$ cat src/rtl/sdram_stream_reader_if.sv
// SDRAM arbiter master-port bundle for sdram_stream_reader.
// master = bus initiator, slave = arbiter/controller side.
interface sdram_stream_reader_if;
  logic        bus_request;
  logic [25:0] bus_addr;
  logic        bus_write;
  logic        bus_burst;
  logic [3:0]  bus_byte_enable;
  logic [31:0] bus_wdata;
  logic        bus_ack;
  logic [31:0] bus_rdata;
  logic        bus_rdvalid;
  logic        bus_complete;

  modport master (
    output bus_request, bus_addr, bus_write,
    output bus_burst, bus_byte_enable, bus_wdata,
    input  bus_ack, bus_rdata, bus_rdvalid,
    input  bus_complete
  );

  modport slave (
    input  bus_request, bus_addr, bus_write,
    input  bus_burst, bus_byte_enable, bus_wdata,
    output bus_ack, bus_rdata, bus_rdvalid,
    output bus_complete
  );
endinterface

$ cat src/rtl/sdram_stream_reader.sv
// Read-only SDRAM streamer: bursts/singles into a local FIFO.
// Optional counters: define SDRAM_STREAM_STATS_EN.
module sdram_stream_reader #(
  parameter int FIFO_DEPTH = 32,
  parameter int BURST_LEN  = 8
) (
  input  logic        clock,
  input  logic        reset,
  input  logic        start,
  input  logic [25:0] base_addr,
  input  logic [19:0] length,
  output logic        busy,
  output logic        done,
  sdram_stream_reader_if.master bus,
  output logic        out_valid,
  output logic [31:0] out_data,
  input  logic        out_ready,
  output logic [15:0] stat_bursts,
  output logic [15:0] stat_stall
);
  localparam int AW = $clog2(FIFO_DEPTH);
  typedef logic [AW:0] cnt_t;
  localparam cnt_t DEPTH_W = cnt_t'(FIFO_DEPTH);
  localparam cnt_t BURST_W = cnt_t'(BURST_LEN);

  localparam logic [1:0] IDLE       = 2'd0;
  localparam logic [1:0] WAIT_SPACE = 2'd1;
  localparam logic [1:0] REQ        = 2'd2;
  localparam logic [1:0] WAIT_DATA  = 2'd3;

  logic [1:0]  state_q, state_d;
  logic [25:0] cur_addr_q, cur_addr_d;
  logic [19:0] remaining_q, remaining_d;
  cnt_t        reserved_q, reserved_d;
  logic        req_q, req_d;
  logic [25:0] addr_q, addr_d;
  logic        burst_q, burst_d;
  logic        done_q, done_d;

  logic [31:0]   mem [FIFO_DEPTH];
  logic [AW-1:0] wr_ptr_q, rd_ptr_q;
  cnt_t          count_q;

  cnt_t        n;
  logic [19:0] txn_w;
  logic        fits, push, pop, issue, accept;

  always_comb begin
    n      = (remaining_q >= 20'(BURST_LEN)) ? BURST_W : cnt_t'(1);
    fits   = (DEPTH_W - reserved_q) >= n;
    push   = (state_q == WAIT_DATA) && bus.bus_rdvalid;
    pop    = out_valid && out_ready;
    issue  = (state_q == WAIT_SPACE) && fits;
    accept = (state_q == IDLE) && start;
    txn_w  = burst_q ? 20'(BURST_LEN) : 20'd1;

    state_d     = state_q;
    cur_addr_d  = cur_addr_q;
    remaining_d = remaining_q;
    req_d       = req_q;
    addr_d      = addr_q;
    burst_d     = burst_q;
    done_d      = 1'b0;

    case (state_q)
      IDLE: if (start) begin
        cur_addr_d  = base_addr & ~26'h3;
        remaining_d = length;
        if (length == 20'd0) done_d  = 1'b1;
        else                 state_d = WAIT_SPACE;
      end
      WAIT_SPACE: if (fits) begin
        addr_d  = cur_addr_q;
        burst_d = (n == BURST_W);
        req_d   = 1'b1;
        state_d = REQ;
      end
      REQ: if (bus.bus_ack) begin
        req_d       = 1'b0;
        cur_addr_d  = cur_addr_q + 26'({txn_w, 2'b00});
        remaining_d = remaining_q - txn_w;
        state_d     = WAIT_DATA;
      end
      default: if (bus.bus_rdvalid && bus.bus_complete) begin
        if (remaining_q == 20'd0) begin
          done_d  = 1'b1;
          state_d = IDLE;
        end else begin
          state_d = WAIT_SPACE;
        end
      end
    endcase

    // space is claimed at issue and released only when the consumer pops
    reserved_d = reserved_q + (issue ? n : cnt_t'(0))
               - cnt_t'(pop);
  end

  always_ff @(posedge clock) begin
    if (reset) begin
      state_q     <= IDLE;
      cur_addr_q  <= '0;
      remaining_q <= '0;
      reserved_q  <= '0;
      req_q       <= 1'b0;
      addr_q      <= '0;
      burst_q     <= 1'b0;
      done_q      <= 1'b0;
      wr_ptr_q    <= '0;
      rd_ptr_q    <= '0;
      count_q     <= '0;
    end else begin
      state_q     <= state_d;
      cur_addr_q  <= cur_addr_d;
      remaining_q <= remaining_d;
      reserved_q  <= reserved_d;
      req_q       <= req_d;
      addr_q      <= addr_d;
      burst_q     <= burst_d;
      done_q      <= done_d;
      if (push) wr_ptr_q <= wr_ptr_q + 1'b1;
      if (pop)  rd_ptr_q <= rd_ptr_q + 1'b1;
      count_q <= count_q + cnt_t'(push) - cnt_t'(pop);
    end
  end

  always_ff @(posedge clock) begin
    if (push) mem[wr_ptr_q] <= bus.bus_rdata;
  end

`ifdef SDRAM_STREAM_STATS_EN
  logic [15:0] bursts_q, stall_q;

  always_ff @(posedge clock) begin
    if (reset || accept) begin
      bursts_q <= '0;
      stall_q  <= '0;
    end else begin
      if (state_q == REQ && bus.bus_ack && burst_q
          && bursts_q != 16'hFFFF)
        bursts_q <= bursts_q + 16'd1;
      if (state_q == WAIT_SPACE && !fits
          && stall_q != 16'hFFFF)
        stall_q <= stall_q + 16'd1;
    end
  end

  assign stat_bursts = bursts_q;
  assign stat_stall  = stall_q;
`else
  assign stat_bursts = 16'd0;
  assign stat_stall  = 16'd0;
`endif

  assign busy      = (state_q != IDLE);
  assign done      = done_q;
  assign out_valid = (count_q != '0);
  assign out_data  = mem[rd_ptr_q];

  assign bus.bus_request     = req_q;
  assign bus.bus_addr        = addr_q;
  assign bus.bus_burst       = burst_q;
  assign bus.bus_write       = 1'b0;
  assign bus.bus_byte_enable = 4'hF;
  assign bus.bus_wdata       = 32'd0;
endmodule

$ cat src/flat_wrapper.sv
// flat-port wrapper written by rule: the top's interface ports become plain ports
module sdram_stream_reader_flat 
#(
  parameter int FIFO_DEPTH = 32,
  parameter int BURST_LEN  = 8
)
  (clock, reset, start, base_addr, length, busy, done, out_valid, out_data, out_ready, stat_bursts, stat_stall, bus_bus_request, bus_bus_addr, bus_bus_write, bus_bus_burst, bus_bus_byte_enable, bus_bus_wdata, bus_bus_ack, bus_bus_rdata, bus_bus_rdvalid, bus_bus_complete);
  sdram_stream_reader_if bus_i ();
  input  logic clock;
  input  logic reset;
  input  logic start;
  input  logic [25:0] base_addr;
  input  logic [19:0] length;
  output logic busy;
  output logic done;
  output logic out_valid;
  output logic [31:0] out_data;
  input  logic out_ready;
  output logic [15:0] stat_bursts;
  output logic [15:0] stat_stall;
  output wire logic [$bits(bus_i.bus_request)-1:0] bus_bus_request;
  output wire logic [$bits(bus_i.bus_addr)-1:0] bus_bus_addr;
  output wire logic [$bits(bus_i.bus_write)-1:0] bus_bus_write;
  output wire logic [$bits(bus_i.bus_burst)-1:0] bus_bus_burst;
  output wire logic [$bits(bus_i.bus_byte_enable)-1:0] bus_bus_byte_enable;
  output wire logic [$bits(bus_i.bus_wdata)-1:0] bus_bus_wdata;
  input wire logic [$bits(bus_i.bus_ack)-1:0] bus_bus_ack;
  input wire logic [$bits(bus_i.bus_rdata)-1:0] bus_bus_rdata;
  input wire logic [$bits(bus_i.bus_rdvalid)-1:0] bus_bus_rdvalid;
  input wire logic [$bits(bus_i.bus_complete)-1:0] bus_bus_complete;
  assign bus_bus_request = bus_i.bus_request;
  assign bus_bus_addr = bus_i.bus_addr;
  assign bus_bus_write = bus_i.bus_write;
  assign bus_bus_burst = bus_i.bus_burst;
  assign bus_bus_byte_enable = bus_i.bus_byte_enable;
  assign bus_bus_wdata = bus_i.bus_wdata;
  assign bus_i.bus_ack = bus_bus_ack;
  assign bus_i.bus_rdata = bus_bus_rdata;
  assign bus_i.bus_rdvalid = bus_bus_rdvalid;
  assign bus_i.bus_complete = bus_bus_complete;
  sdram_stream_reader #(.FIFO_DEPTH(FIFO_DEPTH), .BURST_LEN(BURST_LEN)) u_core (.clock(clock), .reset(reset), .start(start), .base_addr(base_addr), .length(length), .busy(busy), .done(done), .bus(bus_i), .out_valid(out_valid), .out_data(out_data), .out_ready(out_ready), .stat_bursts(stat_bursts), .stat_stall(stat_stall));
endmodule
$ cat config.mk
export PLATFORM = sky130hd
export DESIGN_NAME = sdram_stream_reader_flat
export DESIGN_NICKNAME = d
export VERILOG_FILES = /design/src/rtl/sdram_stream_reader_if.sv /design/src/rtl/sdram_stream_reader.sv /design/src/flat_wrapper.sv
export SDC_FILE = /design/constraint.sdc
export NUM_CORES = 1
export LEC_CHECK = 0
export CAP_MARGIN = 20
export CORE_MARGIN = 4
export CORE_UTILIZATION = 64
export DETAILED_ROUTE_END_ITERATION = 7
export PLACE_DENSITY = 0.9
export SYNTH_ARGS = -nofsm -noshare
export SYNTH_HDL_FRONTEND = slang
export SYNTH_SLANG_ARGS = --single-unit
$ cat constraint.sdc
create_clock -name clock -period 14.1 [get_ports clock]
set_input_delay 3.525 -clock clock [delete_from_list [all_inputs] [get_ports clock]]
set_output_delay 3.525 -clock clock [all_outputs]
set_load 0.005 [all_outputs]
==> metrics.md <==
| Metric | Value |
|---|---|
| Status | `complete, no violations` |
| DR vias | `around 26000` |
| Req. time, crit path | `between 10 and 15 ns` |
| Clock buffer depth | `3` |
| Post-synth cell types | `65` |
| Mapped Avg Cell Area | `19.8 um^2` |
| Sequential area share after synthesis | `72.8%` |
| Fin crit period | `8.24 ns` |
| CTS Sinks | `1124` |
| Critical Path End | `out_data[29]` |
| Core ar. | `69200 um^2` |
| 1st-pass router iterations | `6` |
| CP Buf/Inv Count | `3` |
| Util after Layout | `~74%` |
| Critical path endpoint category | `output port` |
| FMAX | `around 0.12 GHz` |
| Startpoint Class | `flop` |
| Synthesized cell area | `45000 um^2` |
| Stages on worst setup path | `6` |
| Top cell type by total area after synthesis | `edfxtp_1` |
| CTS Buf Count | `106` |
| DP Cell Count | `roughly 3300` |
| Worst min path class | `reg -> reg` |
| Post-synth top area share | `68.3%` |
| Cells after synthesis | `roughly 2300` |
| Root Buffer | `clkbuf_16` |
| Crit path DAT | `around 4.7 ns` |
| Combinational Power Share | `between 20% and 30%` |
| Compound-Gate Fraction of Synth Area | `around 2.8%` |
| Die Span Y | `~270 um` |
| Hold Fails Final Rpt | `0` |
| Final nets | `2597` |
| Die X | `~270 um` |
| Grt total ovfl | `0` |
| Synthesis Warnings | `0` |
| Storage cell area | `32800 um^2` |
| Post-DR vias/cell | `around 7.4` |
| Fin Setup TNS | `0 ns` |
| DRT iter0 DRCs | `4370` |
| # IOs | `around 220` |
| Final setup violating endpoints | `0` |
| R2R Setup Slk | `9.10 ns` |
| Pwr Density | `169 nW/um^2` |
| Share of cells above drive strength 1 | `24.6%` |
| Reg power frac | `44.3%` |
| Asr flop ratio synth | `0%` |
| Commonest cells after routing, fill and taps aside | `edfxtp_1 (1024), mux4_2 (320), clkdlybuf4s50_1 (142)` |
| Worst Max-Slew Pin Slew | `1.17 ns` |
| Initial antenna violation count | `10` |
| Maxcap violations | `0` |
| RSZ-0062 raised after global routing | `false` |
| DP HPWL | `~67 mm` |
| Routed len/inst | `slightly below 40 um` |
| Crit Reg-Reg Startpoint | `u_core.remaining_q[11]$_SDFFE_PP0P_` |
| # fillers | `3617` |
| Simple-gate share of the synthesized area | `3.43%` |
| Starting Density | `between 60 and 70%` |
| Worst R2R End | `u_core.reserved_q[4]$_SDFF_PP0_` |
| Worst skew pair latency | `0.69 ns` |
| Non-Filler Instances | `3500` |
| Crit Path Max Fanout | `116` |
| Worst Skew | `roughly 0.028 ns` |
| Post-CTS Resized | `0` |
| Syn-to-layout area delta | `14.3%` |
| Synthesized flop and latch total | `1124` |
| IO Port Bufs | `between 100 and 150` |
| Slowest cell on the critical path | `buf_4` |
| Area of the multi-input gates | `11600 um^2` |
| Vias in the first global route | `25800` |
| Most common cell after layout, fill and taps aside | `edfxtp_1` |
| # rows | `96` |
| Largest net degree at the start of global routing | `117` |
| Critical path cell sequence | `buf_12 -> buf_4 -> mux4_2 -> mux4_2 -> mux2_2 -> clkdlybuf4s50_1` |
| Worst Min Path Start | `u_core.bus.bus_addr[23]$_SDFFE_PP0N_` |
| Net Sw Power | `about 2.4 mW` |
| Reg clk slew, reported paths | `0.06 ns` |
| Critical path class | `reg -> out` |
| Setup bufs post-CTS | `0` |
| Worst path most repeated cell | `mux4_2` |
| Main combinational cell family by area after synthesis | `multiplexers` |
| Top_reg_cell synth | `edfxtp_1` |
| CTS tree | `done` |
| Mux cell area share after synthesis | `17.0%` |
| Slew Viols, Final | `0` |
| Pint | `6.26 mW` |
| Crit-path leading delay family | `buffers and inverters` |
| Number of hold buffers added after CTS | `0` |
| Switching share of power | `28.0%` |
| Final WL | `137 mm` |
| Clock power frac | `33.5%` |
| Worst path max stage delay | `0.90 ns` |
| Synth Area in Adders | `1.06%` |
| EDFF count, synth | `1024` |
| Slew margin rel. | `22.0%` |
| Post-Synth XOR/XNOR Area | `0.331%` |
| Tcrit/Tclk final | `around three fifths` |
| First-pass GRT wire length | `192 mm` |
| DR DRC count | `0` |
| Tot GR Track Use | `36.8%` |
| R2R depth | `14` |
| Largest cells by area after synthesis | `edfxtp_1 (68%), mux4_2 (16%), dfxtp_1 (4.4%)` |
| Placer congestion estimate | `0.864` |
| H-Tree Depth | `3` |
| Peak VDD IR | `~150 uV` |
| Die area | `74600 um^2` |
| Leak | `16.1 nW` |
| Post-route ant nets | `0` |
stage by stage:
stage	power, mW	worst slack, ns	instance area, um^2	hold WS, ns
4_1_cts	8.62	5.69	50900	0.475
5_1_grt	8.97	5.55	51400	0.498
6_report	8.68	5.86	51400	0.477
2_1_floorplan	5.18	7.12	45300	0.459
3_3_place_gp	5.59	6.60	47500	0.466
3_5_place_dp	5.71	6.49	47500	0.467
power by group through the flow:
| stage | Clock, mW | Combinational [mW] | Sequential, mW |
|---|---|---|---|
| 6_report | 2.91 | 1.93 | 3.85 |
| 5_1_grt | 3.07 | 2.04 | 3.86 |
| 4_1_cts | 2.90 | 1.87 | 3.85 |
| 3_5_place_dp | 0 | 1.80 | 3.91 |
| 3_3_place_gp | 0 | 1.69 | 3.90 |
| 2_1_floorplan | 0 | 1.32 | 3.86 |
synth_stat cells, types with 5 or more instances:
| library cell | n |
|---|---|
| edfxtp_1 | 1024 |
| mux4_2 | 320 |
| dfxtp_1 | 100 |
| clkbuf_1 | 88 |
| nor2_1 | 86 |
| a21oi_1 | 71 |
| buf_4 | 71 |
| o21ai_0 | 48 |
| nand2_1 | 46 |
| nand3_1 | 41 |
| inv_1 | 36 |
| ha_1 | 35 |
| mux2_2 | 32 |
| buf_2 | 25 |
| and3_1 | 18 |
| nor3_1 | 17 |
| a31oi_1 | 15 |
| a211oi_1 | 13 |
| nor2b_1 | 13 |
| nor4_1 | 13 |
| nand4_1 | 12 |
| buf_1 | 10 |
| mux2i_1 | 10 |
| xor2_1 | 10 |
| o211ai_1 | 9 |
| o22ai_1 | 8 |
| and2_1 | 7 |
| nand2b_1 | 7 |
| xnor2_1 | 7 |
| or2_2 | 6 |
| or3_1 | 6 |
| nand3b_1 | 5 |
| o21bai_1 | 5 |
| o32ai_1 | 5 |
| or4_1 | 5 |
worst min-delay path: stages, from the launching register on:
cell     delay (ns)
dfxtp_1        0.30
o21ai_0        0.07
a21oi_1        0.06
metal layers:
metal,part of all wire (%),global-route usage [%]
met5,0.053,0
met4,7.9,23.3
met3,11,7.55
met2,51,60.8
met1,30,44.9
final cells by class:
cell class	count	area share, %
Sequential cell	1124	63.7
Timing Repair Buffer	215	4.52
Clock inverter	53	0.990
Inverter	36	0.263
Antenna cell	5	0.0243
Clock buffer	144	5.71
Multi-Input combinational cell	992	22.5
Tap cell	931	2.26
logic make-up after synthesis:
kind of cell,Yosys count
AOI/OAI and AO/OA,204
xor gates and xnor gates,17
adders and majority gates,37
buffers and inverters,230
DFF,1124
muxes,362
other,2
and+or+nand+nor,301
sequential cells by signal, indices dropped and copies added (netlist names), named ones only:
signal,cells
u_core.reserved_q,6
u_core.bus.bus_burst,1
u_core.state_q,2
u_core.wr_ptr_q,5
u_core.bus.bus_addr,24
u_core.cur_addr_q,24
u_core.remaining_q,20
u_core.count_q,6
u_core.done,1
u_core.rd_ptr_q,5
u_core.mem,1024
u_core.bus.bus_request,1
how the worst min path moves through the flow:
stage                                                 to  slack (ns)  depth (start not counted)
detailed placement  u_core.bus.bus_addr[23]$_SDFFE_PP0N_        0.47                          2
global route         u_core.bus.bus_addr[3]$_SDFFE_PP0N_        0.50                          2
CTS                 u_core.bus.bus_addr[23]$_SDFFE_PP0N_        0.47                          2
global placement    u_core.bus.bus_addr[10]$_SDFFE_PP0N_        0.47                          2
finish              u_core.bus.bus_addr[23]$_SDFFE_PP0N_        0.48                          2
floorplan             u_core.remaining_q[0]$_SDFFE_PP0P_        0.46                          2
No activity file was read; power rests on OpenSTA's default activity.
